===== config.mk =====
export PLATFORM = sky130hd
export DESIGN_NAME = seq_add_sub
export DESIGN_NICKNAME = d
export VERILOG_FILES = /design/src/rtl/seq_add_sub_pkg.sv /design/src/rtl/seq_add_sub_slice_adder.sv /design/src/rtl/seq_add_sub.sv
export SDC_FILE = /design/constraint.sdc
export NUM_CORES = 1
export LEC_CHECK = 0
export ABC_AREA = 1
export ABC_CLOCK_PERIOD_IN_PS = 5500
export CORE_MARGIN = 5
export CORE_UTILIZATION = 40
export CTS_BUF_LIST = sky130_fd_sc_hd__clkbuf_4
export DETAILED_ROUTE_END_ITERATION = 8
export MAX_ROUTING_LAYER = met4
export PLACE_DENSITY_LB_ADDON = 0.15
export SYNTH_ARGS = -nofsm -noshare
export SYNTH_HDL_FRONTEND = slang
export SYNTH_SLANG_ARGS = --single-unit

===== constraint.sdc =====
create_clock -name CLK -period 5.5 [get_ports CLK]
set_input_delay 0.55 -clock CLK [delete_from_list [all_inputs] [get_ports CLK]]
set_output_delay 0.55 -clock CLK [all_outputs]
set_load 0.03 [all_outputs]

===== src/rtl/seq_add_sub_pkg.sv =====
// Shared definitions for the sequential add/sub engine: default widths,
// FSM state encodings and the bit-level full-adder cell.
package seq_add_sub_pkg;

  localparam int unsigned DEFAULT_DATA_WIDTH  = 32;
  localparam int unsigned DEFAULT_SLICE_WIDTH = 8;

  typedef enum logic [1:0] {
    SAS_IDLE = 2'b00,
    SAS_RUN  = 2'b01,
    SAS_DONE = 2'b10
  } sas_state_t;

  // Returns {carry_out, sum} of a single-bit full adder.
  function automatic logic [1:0] full_add(input logic a, input logic b, input logic ci);
    full_add = {(a & b) | (a & ci) | (b & ci), a ^ b ^ ci};
  endfunction

endpackage


===== src/rtl/seq_add_sub_slice_adder.sv =====
// SLICE_WIDTH-bit ripple-carry adder chained from full-adder cells.
module slice_adder
  import seq_add_sub_pkg::*;
#(
  parameter int unsigned SLICE_WIDTH = DEFAULT_SLICE_WIDTH
) (
  input  logic [SLICE_WIDTH-1:0] A,
  input  logic [SLICE_WIDTH-1:0] B,
  input  logic                   CI,
  output logic [SLICE_WIDTH-1:0] S,
  output logic                   CO
);

  logic [SLICE_WIDTH:0] carry;

  assign carry[0] = CI;

  for (genvar i = 0; i < SLICE_WIDTH; i++) begin : g_fa
    assign {carry[i+1], S[i]} = full_add(A[i], B[i], carry[i]);
  end

  assign CO = carry[SLICE_WIDTH];

endmodule


===== src/rtl/seq_add_sub.sv =====
// Multi-cycle adder/subtractor: processes SLICE_WIDTH bits per clock through a
// single shared slice adder, with a START/DONE handshake and carry/overflow flags.
module seq_add_sub
  import seq_add_sub_pkg::*;
#(
  parameter int unsigned DATA_WIDTH  = DEFAULT_DATA_WIDTH,
  parameter int unsigned SLICE_WIDTH = DEFAULT_SLICE_WIDTH
) (
  input  logic                  CLK,
  input  logic                  RST,
  input  logic                  START,
  input  logic                  SnA,
  input  logic [DATA_WIDTH-1:0] A,
  input  logic [DATA_WIDTH-1:0] B,
  output logic                  BUSY,
  output logic                  DONE,
  output logic [DATA_WIDTH-1:0] Y,
  output logic                  CO,
  output logic                  OVF
);

  localparam int unsigned NSLICE = DATA_WIDTH / SLICE_WIDTH;
  localparam int unsigned IDX_W  = $clog2(NSLICE);
  localparam logic [IDX_W-1:0] LAST_IDX = IDX_W'(NSLICE - 1);
  localparam int unsigned MSB = DATA_WIDTH - 1;

  sas_state_t state, state_next;

  logic [IDX_W-1:0]       idx;
  logic [DATA_WIDTH-1:0]  op_a;
  logic [DATA_WIDTH-1:0]  op_b;
  logic [DATA_WIDTH-1:0]  acc;
  logic [DATA_WIDTH-1:0]  result;
  logic                   carry;
  logic [SLICE_WIDTH-1:0] sl_a;
  logic [SLICE_WIDTH-1:0] sl_b;
  logic [SLICE_WIDTH-1:0] sl_s;
  logic                   sl_co;
  logic                   accept;
  logic                   last;

  // START is only honoured when ready; requests during RUN are dropped.
  assign accept = START && ((state == SAS_IDLE) || (state == SAS_DONE));
  assign last   = (state == SAS_RUN) && (idx == LAST_IDX);

  always_comb begin
    sl_a = op_a[idx*SLICE_WIDTH +: SLICE_WIDTH];
    sl_b = op_b[idx*SLICE_WIDTH +: SLICE_WIDTH];
  end

  slice_adder #(
    .SLICE_WIDTH(SLICE_WIDTH)
  ) u_slice_adder (
    .A (sl_a),
    .B (sl_b),
    .CI(carry),
    .S (sl_s),
    .CO(sl_co)
  );

  // Full result as it will stand once the current slice is written back.
  always_comb begin
    result = acc;
    result[idx*SLICE_WIDTH +: SLICE_WIDTH] = sl_s;
  end

  always_ff @(posedge CLK or posedge RST) begin
    if (RST) state <= SAS_IDLE;
    else     state <= state_next;
  end

  always_comb begin
    state_next = state;
    case (state)
      SAS_IDLE: if (START) state_next = SAS_RUN;
      SAS_RUN:  if (idx == LAST_IDX) state_next = SAS_DONE;
      SAS_DONE: state_next = START ? SAS_RUN : SAS_IDLE;
      default:  state_next = SAS_IDLE;
    endcase
  end

  always_comb begin
    BUSY = (state == SAS_RUN);
    DONE = (state == SAS_DONE);
  end

  always_ff @(posedge CLK or posedge RST) begin
    if (RST) begin
      idx   <= '0;
      op_a  <= '0;
      op_b  <= '0;
      acc   <= '0;
      carry <= 1'b0;
      Y     <= '0;
      CO    <= 1'b0;
      OVF   <= 1'b0;
    end else if (accept) begin
      // Subtract as A + ~B + 1: invert B here, inject the +1 as carry-in.
      op_a  <= A;
      op_b  <= B ^ {DATA_WIDTH{SnA}};
      carry <= SnA;
      idx   <= '0;
    end else if (state == SAS_RUN) begin
      acc[idx*SLICE_WIDTH +: SLICE_WIDTH] <= sl_s;
      carry <= sl_co;
      idx   <= idx + 1'b1;
      if (last) begin
        Y   <= result;
        CO  <= sl_co;
        OVF <= (op_a[MSB] == op_b[MSB]) && (result[MSB] != op_a[MSB]);
      end
    end
  end

endmodule


==> reports/metrics.csv, run 1 <==
metric,value,unit
path_cells,"inv_2, o21ai_0, o22ai_1, fa_1, inv_1, fa_1, fa_1, fa_1, fa_1, fa_1, fa_1, inv_1, fa_1, inv_1, nor2_1, nand3_1, o21ai_0, nand2_1, o21ai_0",
drv_cap,0,
path_clk_slew,100,ps
cts-resized-gates,0,
p_int,2.68,mW
seq_area_frac_synth,51.4,%
die_area,0.0191,sq mm
tightest_slew,986,ps
clock_power_share,12.4,%
finalClockSkew,19.2,ps
layout_common_cells,"nand2_1, dfrtp_1, clkdlybuf4s50_1",
hold_violations,0,
grt_pass1_vias,5212,
die_y,138,um
path_delay_family,adder cells,
postCtsSetupBuffers,0,
grt_max_degree,100,
antenna_found_initial,0,
ant_nets,0,
row_count,46,
hpwl,11.2,mm
path_class,reg2reg,
drc,0,
hold_buffers,0,
vias,5044,
cp_slowest_cell,dfrtp_1,
cts_max_level,4,
worstSkewPairLatency,540,ps
ctsLongestPathBuffers,2,
setup_viol,0,
ioPinCount,104,
power.switching,2.21,mW
synth.avg_cell_area,9.27,sq um
synthCells,709,
routed_wirelength,15.6,mm
grt_pass1_wl,26.0,mm
synth-seq-cells,135,
coreArea,0.0160,sq mm
p_leak,3.50,nW
arrival,5320,ps
syn_to_final_growth,20.0,%
cp_max_fo,28,
hold_path.class,in2async,
die_w,138,um
total_power,4.89,mW
max_stage_delay,470,ps
fmax,202,MHz
setup_tns,0,ps
drt-wirelength-per-cell,15.3,um
end_kind,flip-flop,
nets,877,
final_common_cell,nand2_1,
io_buffer_count,103,
globalRouteOverflowTotal,0,
cts_buffers,17,
seq_power_share,34.2,%
vdd_drop_max,0.326,mV
finalCritPeriodShare,89.8,%
slew-limit-headroom,34.3,%
outcome,finished clean,
power-per-cell-area,621,mW/mm^2
cts-root-buf,clkbuf_4,
syn_nets,791,
critPathRequiredTime,5880,ps
start_util,41.1,%
n_antenna_cell,0,
cts_tree,done,
dr.pass1.iters,5,
syn_area,0.00657,sq mm
cp-start-kind,flip-flop,
vias_per_cell,4.94,
pwr-share-comb,53.4,%
cts_sinks,135,
critPathMostFrequentCell,fa_1,
track_usage,17.3,%
min_period,4940,ps
path_buf_inv,4,
yosysUniqueCellTypes,27,
drive_gt1_share,9.69,%
rsz0062_at_grt,false,
swShare,45.2,%
synth_warnings,0,
routabilityCongestion,0.861,
drv_slew,0,
dr.first_iter.drc_count,328,
power groups by stage:
stage	Combinational (mW)	Sequential, mW	Clock (mW)
finish	2.61	1.67	0.608
floorplan	1.69	1.78	0
detailed placement	2.61	1.70	0
global placement	2.56	1.69	0
CTS	2.62	1.68	0.631
global route	2.90	1.72	0.674
sequential cells by signal, summed over array words and instances, names as in the netlist:
register / count
idx: 2
acc: 32
op_a: 32
carry: 1
state: 2
CO: 1
Y: 32
op_b: 32
OVF: 1
routing by layer:
metal / share of wire, % / routed length, um / vias to the layer above / global-route usage (%)
li1: - / - / 2483 / -
met1: 44 / 6870 / 2404 / 21.5
met2: 49 / 7710 / 139 / 28.0
met3: 4.9 / 769 / 18 / 4.24
met4: 1.6 / 252 / 0 / 5.25
met5: 0 / 0 / - / -
cell families after synthesis:
group	after synthesis	synth area share, %
DFF	135	51.4
buffers and inverters	88	6.93
muxes	32	5.48
and+or+nand+nor	276	17.0
AOI/OAI and AO/OA	132	11.4
adders and majority gates	14	3.58
xor gates and xnor gates	32	4.27
worst paths after layout:
| check | start | end | slack, ps | depth (start not counted) |
|---|---|---|---|---|
| worst max-delay path | idx[0]$_DFFE_PP0P_ | acc[23]$_DFFE_PP0P_ | 560 | 19 |
| worst min-delay path | RST | op_b[17]$_DFFE_PP0P_ | 390 | 2 |
| worst max register to register | idx[0]$_DFFE_PP0P_ | acc[23]$_DFFE_PP0P_ | 560 | 19 |
| worst min register to register | Y[6]$_DFFE_PP0P_ | Y[6]$_DFFE_PP0P_ | 480 | 2 |
| max in group asynchronous | RST | Y[3]$_DFFE_PP0P_ | 4020 | 3 |
| min in group CLK | Y[6]$_DFFE_PP0P_ | Y[6]$_DFFE_PP0P_ | 480 | 2 |
synth_stat cells:
cell type | count | area (sq um)
nand3_1 | 18 | 90.1
xnor2_1 | 32 | 280
nand4_1 | 2 | 12.5
clkbuf_1 | 3 | 11.3
o21ai_0 | 83 | 415
buf_6 | 8 | 90.1
inv_2 | 4 | 15.0
nor2_4 | 2 | 22.5
inv_1 | 41 | 154
mux2_2 | 32 | 360
a21oi_1 | 12 | 60.1
or2_2 | 1 | 6.26
a31oi_1 | 1 | 6.26
clkbuf_2 | 2 | 10.0
nand2_4 | 2 | 22.5
o21ai_1 | 4 | 20.0
nor2_8 | 1 | 20.0
fa_1 | 8 | 160
o22ai_1 | 20 | 125
ha_1 | 6 | 75.1
dfrtp_1 | 135 | 3380
nand2_1 | 222 | 833
buf_4 | 10 | 75.1
a32o_1 | 12 | 120
buf_2 | 20 | 100
nand2_2 | 1 | 6.26
nor2_1 | 27 | 101
per-stage QoR:
stage               utilization, %  worst slack (ps)  area [sq um]  std cells  hold slack, ps
floorplan                        -               920          6570        709             448
global placement              47.7               753          7640        992             462
detailed placement            47.7               605          7640        992             466
CTS                           49.3               591          7880       1021             364
global route                  49.3               193          7880       1021             404
finish                        49.3               559          7880       1021             387
cell type report:
type | count | area [sq um]
well taps | 216 | 270
clock inverters | 7 | 81.3
repair buffers | 110 | 1080
fillers | 1564 | 8120
flip-flops and latches | 135 | 3380
multi-input cells | 486 | 2740
clock buffers | 22 | 165
inverters | 45 | 171
No activity file was read; power rests on OpenSTA's default activity.
==> run 2: changes to the inputs <==
- ABC_CLOCK_PERIOD_IN_PS: 5500 -> 4800
- clock period: 5.5 -> 4.8 ns (I/O delays scaled with it)
==> run 2 against run 1 <==
Against the previous run:
- via count fell by 0.44%
- first-iteration DRC count fell by 8.2%
- largest power group unchanged
- final area up 2.8%
- critical path depth stayed put
- fmax increased by 6.8%
- global-route usage about the same
- clock skew fell by 6.1 ps
- highest routed layer unchanged
- final cell count grew 1.5%
- sequential share of layout area decreased by 1.2 points
==> reports/metrics.csv, run 2 (same netlist as run 1, synthesis figures left out) <==
metric,value,unit,change
drc,0,,unchanged
vdd_drop_max,0.299,mV,-8.1%
slew-limit-headroom,34.4,%,+0.18 points
pre_cts_ws,41.1,ps,-564 ps
path_class,reg2reg,,
use_met2,28.0,%,about the same
outcome,finished clean,,
p_leak,3.60,nW,+2.8%
busiest_layer,met2,,
finalClockSkew,13.1,ps,-6.14 ps
routed_wirelength,15.6,mm,+0.21%
grt_pass1_vias,5147,,-1.2%
ioPinCount,104,,unchanged
worstSkewPairLatency,550,ps,about the same
routabilityCongestion,0.836,,-2.9%
reg2reg_slack,180,ps,-380 ps
r2r_start,idx[1]$_DFFE_PP0P_,,
hold_path.class,in2async,,
cts-root-buf,clkbuf_4,,
cts_buffers,17,,unchanged
drt-wirelength-per-cell,15.1,um,-1.2%
arrival,5030,ps,-290 ps
hold_buffers,0,,unchanged
final_core_util,50.6,%,+1.4 points
fmax,216,MHz,+6.8%
vias_per_cell,4.85,,-1.9%
dr.first_iter.drc_count,301,,-8.2%
grt_max_degree,100,,unchanged
cts_sinks,135,,unchanged
row_count,46,,unchanged
start_util,41.1,%,unchanged
syn_to_final_growth,23.3,%,
ctsLongestPathBuffers,2,,unchanged
hold_violations,0,,unchanged
coreArea,0.0160,sq mm,unchanged
drive_gt1_share,11.7,%,+2.0 points
num-fill-cells,1538,,-1.7%
critPathRequiredTime,5210,ps,-670 ps
ant_nets,0,,unchanged
gr-usage-met1,21.5,%,about the same
cp-start-kind,flip-flop,,
layout_common_cells,"nand2_1, dfrtp_1, clkdlybuf4s50_1",,
hpwl,11.1,mm,-1.1%
drv_slew,0,,unchanged
antenna_found_initial,1,,+1
rr_worst_depth,19,,unchanged
setup_viol,0,,unchanged
vias,5022,,-0.44%
cts_max_level,4,,unchanged
critPathLaunch,idx[1]$_DFFE_PP0P_,,
min_period,4620,ps,-316 ps
globalRouteOverflowTotal,0,,unchanged
final_common_cell,nand2_1,,
die_w,138,um,unchanged
cts_tree,done,,
nets,888,,+1.3%
die_y,138,um,unchanged
die_area,0.0191,sq mm,unchanged
use_met3,3.86,%,-0.38 points
grt_pass1_wl,26.2,mm,+0.85%
finalCritPeriodShare,96.3,%,+6.5 points
layout_setup_ws,176,ps,-384 ps
drv_cap,0,,unchanged
setup_tns,0,ps,unchanged
tightest_slew,983,ps,-2.73 ps
path_clk_slew,110,ps,about the same
dr.pass1.iters,5,,unchanged
io_buffer_count,103,,unchanged
power-per-cell-area,729,mW/mm^2,+17%
cp_max_fo,7,,-75%
end_kind,flip-flop,,
track_usage,17.3,%,+0.024 points
r2r_end,acc[23]$_DFFE_PP0P_,,
[run 2: cell count changes in the layout (fill, tap and decap cells not counted), sizes merged]
cell,before,now
inv,45,44
clkinvlp,0,1
bufinv,2,5
clkbuf,22,20
clkinv,5,7
diode,0,1
buf,8,19
[run 2: report_power, final]
part | switching (mW) | internal (mW) | total (mW)
logic | 1.90 | 1.24 | 3.14
registers | 0.282 | 1.61 | 1.90
clock network | 0.399 | 0.474 | 0.873
total | 2.58 | 3.32 | 5.90
[run 2: cell type report]
type                    count  area, sq um  area share, %
diodes                      1         2.50         0.0309
inverters                  45          176           2.18
well taps                 216          270           3.33
clock buffers              20          150           1.85
clock inverters            12          181           2.24
flip-flops and latches    135         3380           41.7
multi-input cells         486         2760           34.0
repair buffers            121         1190           14.7
[run 2: worst max-delay path by stage]
stage	to	depth (start not counted)
after floorplan	acc[23]$_DFFE_PP0P_	21
after detailed placement	acc[23]$_DFFE_PP0P_	19
after global routing	acc[23]$_DFFE_PP0P_	19
final	acc[23]$_DFFE_PP0P_	19
after global placement	acc[23]$_DFFE_PP0P_	19
after CTS	acc[23]$_DFFE_PP0P_	19
[run 2: critical path, stage by stage, from the launching register on]
cell	delay (ps)
dfrtp_1	370
buf_4	150
o21ai_0	120
o22ai_2	210
fa_2	240
inv_1	50
fa_1	390
fa_1	390
fa_1	380
fa_1	420
fa_2	370
fa_1	360
inv_1	100
fa_1	440
inv_1	70
nor2_1	50
nand3_1	70
o21ai_0	110
nand2_1	80
o21ai_1	80
[run 2: through the flow]
stage                     power [mW]  area, sq um  cells  hold slack, ps
final                           5.90         8100   1036             428
after CTS                       5.87         8020   1029             420
after global placement          4.92         7690    997             463
after detailed placement        4.99         7690    997             465
after global routing            6.39         8100   1036             484
after floorplan                 3.98         6570    709             448
[run 2: metal layers]
metal	routed length [um]	up-vias	part of all wire, %
li1	-	2504	-
met1	6930	2358	44
met2	7700	137	49
met3	670	23	4.3
met4	334	0	2.1
met5	0	-	0
[run 2: timing repair]
item                                    4_1_cts  5_1_grt
setup buffers                                 0        6
gates resized for setup                       0       14
endpoints found under the setup margin        0        7
